--- config.mk ---
export PLATFORM = sky130hd
export DESIGN_NAME = tap_ctrl
export DESIGN_NICKNAME = d
export VERILOG_FILES = /design/src/rtl/tap_ctrl.sv
export SDC_FILE = /design/constraint.sdc
export NUM_CORES = 1
export LEC_CHECK = 0
export BUFFER_PORTS_ARGS = -buffer_cell sky130_fd_sc_hd__buf_2
export CORE_UTILIZATION = 54
export CTS_BUF_LIST = sky130_fd_sc_hd__clkbuf_4
export DETAILED_ROUTE_END_ITERATION = 8
export GPL_TIMING_DRIVEN = 0
export PLACE_DENSITY = 0.8
export SLEW_MARGIN = 20
export SYNTH_ARGS = -nofsm -noshare
export SYNTH_HDL_FRONTEND = slang
export SYNTH_SLANG_ARGS = --single-unit
--- constraint.sdc ---
create_clock -name TCK -period 1.6 [get_ports TCK]
set_input_delay 0.08 -clock TCK [delete_from_list [all_inputs] [get_ports TCK]]
set_output_delay 0.08 -clock TCK [all_outputs]
set_load 0.1 [all_outputs]
--- src/rtl/tap_ctrl.sv ---
// IEEE 1149.1-style TAP controller: TMS-driven state machine, instruction register,
// instruction decode, DR strobes and TDO mux. Optional debug port: TAP_STATE_DBG_EN.
module tap_ctrl #(
  parameter int unsigned          IR_WIDTH    = 4,
  parameter logic [IR_WIDTH-1:0] IR_CAPTURE  = 4'b0001,
  parameter logic [IR_WIDTH-1:0] OP_EXTEST   = 4'h0,
  parameter logic [IR_WIDTH-1:0] OP_IDCODE   = 4'h1,
  parameter logic [IR_WIDTH-1:0] OP_SAMPLE   = 4'h2,
  parameter logic [IR_WIDTH-1:0] OP_INTEST   = 4'h3,
  parameter logic [IR_WIDTH-1:0] OP_USERCODE = 4'h4,
  parameter logic [IR_WIDTH-1:0] OP_RUNBIST  = 4'h5,
  parameter logic [IR_WIDTH-1:0] OP_GETTEST  = 4'h6
) (
  input  logic TCK,
  input  logic TRST_N,
  input  logic TMS,
  input  logic TDI,
  output logic TDO,
  output logic TDO_EN,
  output logic CAPTUREDR,
  output logic SHIFTDR,
  output logic UPDATEDR,
  output logic IDCODE_SELECT,
  output logic EXTEST_SELECT,
  output logic SAMPLE_SELECT,
  output logic INTEST_SELECT,
  output logic USERCODE_SELECT,
  output logic RUNBIST_SELECT,
  output logic GETTEST_SELECT,
  input  logic ID_REG_TDO,
  input  logic USERCODE_REG_TDO,
  input  logic BSR_TDO,
  input  logic STATUS_BIST_REG_TDO
`ifdef TAP_STATE_DBG_EN
  ,
  output logic [3:0] STATE_DBG
`endif
);

  typedef enum logic [3:0] {
    TLR   = 4'hF, RTI   = 4'hC, SELDR = 4'h7, CAPDR = 4'h6,
    SHDR  = 4'h2, EX1DR = 4'h1, PDR   = 4'h3, EX2DR = 4'h0,
    UPDR  = 4'h5, SELIR = 4'h4, CAPIR = 4'hE, SHIR  = 4'hA,
    EX1IR = 4'h9, PIR   = 4'hB, EX2IR = 4'h8, UPIR  = 4'hD
  } tap_state_e;

  tap_state_e          state_r;
  tap_state_e          state_next_s;
  logic [IR_WIDTH-1:0] ir_shift_r;
  logic [IR_WIDTH-1:0] ir_latch_r;
  logic                bypass_r;
  logic                tdo_r;
  logic                tdo_en_r;
  logic                tdo_mux_s;
  logic                unused_usercode_s;

  // The BSR carries the usercode path, so this serial input has no sink here.
  assign unused_usercode_s = USERCODE_REG_TDO;

  // Next-state function of the 1149.1 TAP graph.
  always_comb begin
    state_next_s = TLR;
    case (state_r)
      TLR:     state_next_s = TMS ? TLR   : RTI;
      RTI:     state_next_s = TMS ? SELDR : RTI;
      SELDR:   state_next_s = TMS ? SELIR : CAPDR;
      CAPDR:   state_next_s = TMS ? EX1DR : SHDR;
      SHDR:    state_next_s = TMS ? EX1DR : SHDR;
      EX1DR:   state_next_s = TMS ? UPDR  : PDR;
      PDR:     state_next_s = TMS ? EX2DR : PDR;
      EX2DR:   state_next_s = TMS ? UPDR  : SHDR;
      UPDR:    state_next_s = TMS ? SELDR : RTI;
      SELIR:   state_next_s = TMS ? TLR   : CAPIR;
      CAPIR:   state_next_s = TMS ? EX1IR : SHIR;
      SHIR:    state_next_s = TMS ? EX1IR : SHIR;
      EX1IR:   state_next_s = TMS ? UPIR  : PIR;
      PIR:     state_next_s = TMS ? EX2IR : PIR;
      EX2IR:   state_next_s = TMS ? UPIR  : SHIR;
      UPIR:    state_next_s = TMS ? SELDR : RTI;
      default: state_next_s = TLR;
    endcase
  end

  // State, instruction register stages and bypass bit.
  always_ff @(posedge TCK) begin
    if (!TRST_N) begin
      state_r    <= TLR;
      ir_shift_r <= IR_CAPTURE;
      ir_latch_r <= OP_IDCODE;
      bypass_r   <= 1'b0;
    end else begin
      state_r <= state_next_s;
      case (state_r)
        CAPIR:   ir_shift_r <= IR_CAPTURE;
        SHIR:    ir_shift_r <= {TDI, ir_shift_r[IR_WIDTH-1:1]};
        default: ir_shift_r <= ir_shift_r;
      endcase
      // Forced on the edge that enters TLR too, so IDCODE is selected as soon as TLR is reached.
      if (state_next_s == TLR) begin
        ir_latch_r <= OP_IDCODE;
      end else if (state_r == UPIR) begin
        ir_latch_r <= ir_shift_r;
      end else begin
        ir_latch_r <= ir_latch_r;
      end
      case (state_r)
        CAPDR:   bypass_r <= 1'b0;
        SHDR:    bypass_r <= TDI;
        default: bypass_r <= bypass_r;
      endcase
    end
  end

  // Instruction decode from the latched IR only; unknown opcodes select nothing.
  always_comb begin
    IDCODE_SELECT   = 1'b0;
    EXTEST_SELECT   = 1'b0;
    SAMPLE_SELECT   = 1'b0;
    INTEST_SELECT   = 1'b0;
    USERCODE_SELECT = 1'b0;
    RUNBIST_SELECT  = 1'b0;
    GETTEST_SELECT  = 1'b0;
    case (ir_latch_r)
      OP_IDCODE:   IDCODE_SELECT   = 1'b1;
      OP_EXTEST:   EXTEST_SELECT   = 1'b1;
      OP_SAMPLE:   SAMPLE_SELECT   = 1'b1;
      OP_INTEST:   INTEST_SELECT   = 1'b1;
      OP_USERCODE: USERCODE_SELECT = 1'b1;
      OP_RUNBIST:  RUNBIST_SELECT  = 1'b1;
      OP_GETTEST:  GETTEST_SELECT  = 1'b1;
      default:     IDCODE_SELECT   = 1'b0;
    endcase
  end

  // Serial source feeding TDO for the current shift state.
  always_comb begin
    tdo_mux_s = tdo_r;
    if (state_r == SHIR) begin
      tdo_mux_s = ir_shift_r[0];
    end else if (IDCODE_SELECT) begin
      tdo_mux_s = ID_REG_TDO;
    end else if (SAMPLE_SELECT || EXTEST_SELECT || INTEST_SELECT ||
                 USERCODE_SELECT || GETTEST_SELECT) begin
      tdo_mux_s = BSR_TDO;
    end else if (RUNBIST_SELECT) begin
      tdo_mux_s = STATUS_BIST_REG_TDO;
    end else begin
      tdo_mux_s = bypass_r;
    end
  end

  // TDO and its enable launch on the falling edge; TDO holds outside shift states.
  always_ff @(negedge TCK) begin
    if (!TRST_N) begin
      tdo_r    <= 1'b0;
      tdo_en_r <= 1'b0;
    end else if (state_r == SHIR || state_r == SHDR) begin
      tdo_r    <= tdo_mux_s;
      tdo_en_r <= 1'b1;
    end else begin
      tdo_r    <= tdo_r;
      tdo_en_r <= 1'b0;
    end
  end

  assign TDO       = tdo_r;
  assign TDO_EN    = tdo_en_r;
  assign CAPTUREDR = (state_r == CAPDR);
  assign SHIFTDR   = (state_r == SHDR);
  assign UPDATEDR  = (state_r == UPDR);

`ifdef TAP_STATE_DBG_EN
  assign STATE_DBG = state_r;
`endif

endmodule

==> flow_metrics.py, run 1 <==
metrics = {
    "setup_path": {
        "crit_required_ps": 1080,
        "reg2reg_slack_ps": -460,
        "start_kind": "flop",
        "crit_path_max_incr_delay_ps": 390,
        "crit_path_cell_trace": "buf_4 -> nor3_1 -> a31oi_1 -> o2111ai_1 -> o2111a_1",
        "cp_num_buf_inv": 1,
        "critical_path_class": "reg -> reg",
        "r2r-end": "TDO",
        "worst-path-max-fanout": 6,
        "reg2reg_from": "ir_latch_r[1]",
        "crit_path_top_delay_cell": "dfxtp_4",
        "worst-r2r-cell-count": 5,
        "cp.arrival_ps": 1530,
        "cp_top_family": "compound AO/OA/AOI/OAI gates",
        "cp-end-kind": "flop",
    },
    "clock_tree": {
        "cts_tree": "yes",
        "cts_inserted_buffers": 3,
        "clk_pin_slew_worst_paths_ps": 90,
        "root_buffer": "clkbuf_4",
        "cts_max_level": 1,
        "clkLatencyLatePin_ps": 330,
        "cts_num_sinks": 15,
        "ctsHoldBuffers": 0,
        "cts_buffer_depth": 2,
    },
    "synthesis": {
        "netlist_top_cells_count": "15 x dfxtp_1, 10 x nor3_1, 8 x nand2_1, 7 x mux2i_1, 6 x buf_2",
        "syn_area_sq_um": 840.8,
        "yosys.area.top_type": "dfxtp_1",
        "yosys.area.top_type_share": 0.3571,
        "ys_top_cells_by_area": "dfxtp_1 36%, mux2i_1 8.3%, nor3_1 6.0%",
        "synth_cell_type_count": 33,
        "synth_edf_count": 0,
        "yosysMostFrequentCell": "dfxtp_1",
        "synth_area_per_cell_sq_um": 8.325,
        "syn-num-nets": 109,
        "yosys_register_bits": 15,
        "ys.flop_type": "dfxtp_1",
        "yosysWarnings": 0,
        "synth_cells": 101,
        "synthArstFlopShare": 0,
        "yosysSeqAreaShare": 0.3571,
    },
    "hold_path": {
        "holdPathStages": 2,
        "hold_end": "ir_shift_r[2]",
        "min_path_type": "in -> reg",
        "hp-start": "TRST_N",
    },
    "sta": {
        "worstMarginPinSlew_ps": 497.3,
        "hold_viol": 0,
        "skew_ps": 54.27,
        "whs_ps": 78.23,
        "max_slew_margin": 0.6708,
        "slew_viol_final": 0,
        "setup-tns-final_ps": -909.8,
        "setup_viol_count_final": 5,
        "rsz0062_at_grt": "true",
        "setup_slack_ps": -457.3,
    },
    "status": {
        "violations": "setup timing",
        "status": "finished, violations left",
    },
    "cells_and_area": {
        "n_fill_cell": 64,
        "drive_gt1_frac": 0.4361,
        "instances_no_fill": 148,
        "multi_input_area_sq_um": 544.3,
        "final_util": 0.8993,
        "antennaDiodeCount": 0,
        "seq_area_sq_um": 322.8,
        "final_area_sq_um": 1229,
        "fin_nets": 142,
        "syn2layout_area_growth_pct": 46.13,
    },
    "detailed_routing": {
        "dr.first_iter.drc_count": 42,
        "vias_per_cell": 6.351,
        "routed_wl_mm": 2.616,
        "wl_per_cell_um": 17.68,
        "final_antenna_net_count": 0,
        "vias": 940,
        "drt-pass1-iter-count": 4,
        "route.detailed.drc": 0,
    },
    "floorplanning": {
        "die_w_um": 41.46,
        "rows": 13,
        "design.die.area_sq_um": 1719,
        "die_h_um": 41.46,
        "ioPinCount": 20,
        "start_util": 0.6154,
        "coreArea_sq_um": 1366,
    },
    "global_route": {
        "grt_max_degree": 11,
        "track_usage": 0.2708,
        "gr-total-overflow": 0,
        "grt_pass1_wl_mm": 3.684,
        "grt_pass1_vias": 769,
        "antenna_found_initial": 0,
    },
    "pwr": {
        "total_power_mw": 0.8424,
        "irDropWorstVdd_v": 0.0005497,
        "leakage_nw": 0.5431,
        "powerDensity_nw_per_um2": 685.6,
    },
    "placed_design": {
        "dp_cells": 134,
        "dpl.hpwl_mm": 1.386,
        "io_buffers": 18,
        "place_area_sq_um": 992.2,
        "place_ws_ps": -521.3,
        "gp_congestion": 0.8207,
    },
    "flow_run": {
        "max_cap_viol_count": 0,
    },
}
## worst max path at each step
| stage | slack, ps | cells after the start | startpoint | end |
|---|---|---|---|---|
| after floorplan | -1350 | 5 | ir_latch_r[2] | TDO |
| after global placement | -470 | 5 | state_r[1] | TDO |
| after detailed placement | -520 | 5 | state_r[1] | TDO |
| after CTS | -350 | 5 | ir_latch_r[2] | TDO |
| after global routing | -490 | 5 | ir_latch_r[1] | TDO |
| final | -460 | 5 | ir_latch_r[1] | TDO |
## metal layers
layer | vias up | global-route usage | part of all wire
met4 | 0 | 0.05806 | 0.019
met5 | - | 0 | 0
met3 | 6 | 0.05652 | 0.056
met2 | 51 | 0.4438 | 0.51
met1 | 455 | 0.3659 | 0.41
li1 | 428 | - | -
## layout by cell type, fill, tap and decap left out, types with 2 or more instances in the layout
master    instances
buf_6             8
o21ai_1           4
nand4_1           2
nand2b_4          2
nor2b_1           5
a21boi_1          2
dfxtp_4           5
mux2i_1           7
buf_2             8
nand2_1           8
o211ai_1          2
clkbuf_4          6
nor3_1            9
o21ai_0           3
inv_1             5
dfxtp_2           3
nor2_1            5
nand3_1           2
buf_12            2
nor4_4            2
a21boi_0          2
buf_4            13
dfxtp_1           7
a21oi_1           3
## logic make-up after synthesis
family / after synthesis / synth area share
AOI/OAI and AO/OA: 21 / 0.1637
buffers and inverters: 13 / 0.07588
DFF: 15 / 0.3571
muxes: 7 / 0.08334
and+or+nand+nor: 45 / 0.3199
## layout make-up
cell class | instances | area share
multi-input cells | 73 | 0.4430
flip-flops and latches | 15 | 0.2627
clock buffers | 3 | 0.01833
well taps | 15 | 0.01527
inverters | 4 | 0.01222
clock inverters | 3 | 0.009165
plain buffers | 5 | 0.03666
repair buffers | 30 | 0.2026
## what timing repair did
action,in CTS,in global routing
setup endpoints to repair,9,9
buffers inserted,5,7
pin swaps,3,3
gates resized for setup,27,20
gates cloned,0,0
## sequential cells by signal, indices dropped and copies added, names as in the netlist
| signal | cells |
|---|---|
| TDO | 1 |
| ir_shift_r | 4 |
| bypass_r | 1 |
| ir_latch_r | 4 |
| state_r | 4 |
| TDO_EN | 1 |
## worst reg2reg max path: cells and delay by family, from the launching register on
family	cells	cell delay, ps
compound gates	3	490
simple gates	1	220
flops	1	390
buf+inv	1	160
## where the power goes
group | switching [mW] | total (mW) | leakage (nW) | internal (mW)
clock network | 0.145 | 0.242 | 0.0260 | 0.0970
logic | 0.120 | 0.199 | 0.393 | 0.0793
registers | 0.0186 | 0.401 | 0.124 | 0.383
total | 0.283 | 0.842 | 0.543 | 0.559
Power figures use the tool's default switching activity.
==> run 2: changes to the inputs <==
--- a/config.mk
+++ b/config.mk
@@ -7,9 +7,10 @@
 export LEC_CHECK = 0
 export BUFFER_PORTS_ARGS = -buffer_cell sky130_fd_sc_hd__buf_2
 export CORE_UTILIZATION = 54
-export CTS_BUF_LIST = sky130_fd_sc_hd__clkbuf_4
+export CTS_BUF_LIST = sky130_fd_sc_hd__clkbuf_2 sky130_fd_sc_hd__clkbuf_4 sky130_fd_sc_hd__clkbuf_8
 export DETAILED_ROUTE_END_ITERATION = 8
 export GPL_TIMING_DRIVEN = 0
+export MAX_ROUTING_LAYER = met4
 export PLACE_DENSITY = 0.8
 export SLEW_MARGIN = 20
 export SYNTH_ARGS = -nofsm -noshare
==> run 2 against run 1 <==
The flow still finishes with violations (setup timing). Routed wire length down 0.31%. Combinational power hardly changed. Core utilization unchanged. Largest power group unchanged. Final cell count stayed put. Critical endpoint unchanged.
==> flow_metrics.py, run 2 (synthesis gave the netlist of run 1 again) <==
metrics = {
    "setup_path": {
        "start_kind": "flop",
        "critical_path_class": "reg -> reg",
        "worst-path-max-fanout": 6,
        "crit_path_end": "TDO",
        "reg2reg_slack_ps": -460,
        "cp-end-kind": "flop",
        "crit_required_ps": 1080,
        "crit_path_top_delay_cell": "dfxtp_4",
        "r2r-end": "TDO",
        "crit_path_max_incr_delay_ps": 390,
        "cp.arrival_ps": 1530,
        "startpoint": "ir_latch_r[1]",
        "crit_path_cell_trace": "buf_4 -> nor3_1 -> a31oi_1 -> o2111ai_1 -> o2111a_1",
        "worst-r2r-cell-count": 5,
        "reg2reg_from": "ir_latch_r[1]",
    },
    "sta": {
        "max_slew_margin": 0.6707,
        "skew_ps": 54.62,
        "setup_slack_ps": -455.8,
        "slew_viol_final": 0,
        "hold_viol": 0,
        "rsz0062_at_grt": "true",
        "worstMarginPinSlew_ps": 497.3,
        "setup_viol_count_final": 5,
    },
    "detailed_routing": {
        "vias": 929,
        "route.detailed.drc": 0,
        "dr.first_iter.drc_count": 49,
        "vias_per_cell": 6.277,
        "final_antenna_net_count": 0,
        "routed_wl_mm": 2.608,
        "wl_per_cell_um": 17.62,
        "drt-pass1-iter-count": 4,
    },
    "clock_tree": {
        "cts_num_sinks": 15,
        "root_buffer": "clkbuf_4",
        "cts_tree": "yes",
        "clk_pin_slew_worst_paths_ps": 90,
        "cts_buffer_depth": 2,
        "ctsHoldBuffers": 0,
        "cts_inserted_buffers": 3,
        "cts_max_level": 1,
        "clkLatencyLatePin_ps": 330,
    },
    "cells_and_area": {
        "syn2layout_area_growth_pct": 46.13,
        "n_fill_cell": 64,
        "layout_common_cells": "13 x buf_4, 9 x nor3_1, 8 x buf_6, 8 x nand2_1, 8 x buf_2",
        "seq_area_sq_um": 322.8,
        "drive_gt1_frac": 0.4361,
        "final_common_cell": "buf_4",
        "largestRegisters": "ir_latch_r x4, ir_shift_r x4, state_r x4",
        "multi_input_area_sq_um": 544.3,
        "fin_nets": 142,
        "antennaDiodeCount": 0,
        "instances_no_fill": 148,
        "final_util": 0.8993,
    },
    "pwr": {
        "total_power_mw": 0.8395,
        "leakage_nw": 0.5431,
        "powerDensity_nw_per_um2": 683.3,
        "irDropWorstVdd_v": 0.0005538,
    },
    "global_route": {
        "track_usage": 0.2803,
        "gr-total-overflow": 0,
        "antenna_found_initial": 0,
        "grt_max_degree": 11,
        "grt_pass1_vias": 765,
        "grt_pass1_wl_mm": 3.691,
    },
    "status": {
        "status": "finished, violations left",
        "violations": "setup timing",
    },
    "floorplanning": {
        "ioPinCount": 20,
        "die_h_um": 41.46,
        "design.die.area_sq_um": 1719,
        "rows": 13,
        "coreArea_sq_um": 1366,
        "die_w_um": 41.46,
        "start_util": 0.6154,
    },
    "flow_run": {
        "max_cap_viol_count": 0,
    },
    "placed_design": {
        "gp_congestion": 0.8330,
        "place_ws_ps": -521.3,
        "io_buffers": 18,
        "dp_cells": 134,
        "dpl.hpwl_mm": 1.386,
    },
    "hold_path": {
        "min_path_type": "in -> reg",
    },
}
==> run 2: cell counts in the layout (fill, tap and decap cells not counted) <==
No cell type changed its count.
==> run 2: area by class of cell <==
| type | instances | share of cell area |
|---|---|---|
| flip-flops and latches | 15 | 0.2627 |
| clock inverters | 3 | 0.009165 |
| inverters | 4 | 0.01222 |
| clock buffers | 3 | 0.01833 |
| multi-input cells | 73 | 0.4430 |
| plain buffers | 5 | 0.03666 |
| repair buffers | 30 | 0.2026 |
| well taps | 15 | 0.01527 |
==> run 2: worst min path at each step <==
stage,cells past startpoint,startpoint,endpoint,slack (ps)
after floorplan,2,TMS,state_r[1],210
after global placement,2,TRST_N,ir_shift_r[2],350
after detailed placement,2,TRST_N,ir_shift_r[2],370
after CTS,2,TRST_N,ir_shift_r[2],80
after global routing,2,TRST_N,ir_shift_r[2],60
final,2,TRST_N,ir_shift_r[2],80
==> run 2: timing repair <==
action / in CTS / in global routing
pin swaps: 3 / 3
setup endpoints to repair: 9 / 9
setup buffers: 5 / 7
gates resized for setup: 27 / 20
==> run 2: critical path, delay by kind of cell, from the launching register on <==
family / cells / cell delay, ps
buf+inv: 1 / 160
compound gates: 3 / 490
flops: 1 / 390
simple gates: 1 / 220
==> run 2: through the flow <==
| stage | TNS [ps] | hold WS (ps) | instance area [sq um] |
|---|---|---|---|
| 3_3_place_gp | -641.7 | 354.8 | 992.2 |
| 6_report | -909.8 | 76.43 | 1229 |
| 3_5_place_dp | -702.5 | 370.4 | 992.2 |
| 4_1_cts | -779.4 | 75.12 | 1137 |
| 2_1_floorplan | -8691 | 206.6 | 883.3 |
| 5_1_grt | -1124 | 62.96 | 1229 |
==> run 2: where the power goes <==
| group | internal [mW] | switching (mW) |
|---|---|---|
| sequential | 0.383 | 0.0184 |
| clock | 0.0970 | 0.143 |
| combinational | 0.0793 | 0.119 |
| total | 0.559 | 0.281 |
==> run 2: layer usage <==
metal  GRT usage  wire (um)  vias to the layer above
met1      0.3740       1122                      450
li1            -          -                      429
met2      0.4406       1323                       40
met3     0.05652        101                       10
met5           -          0                        -
met4     0.05806         61                        0
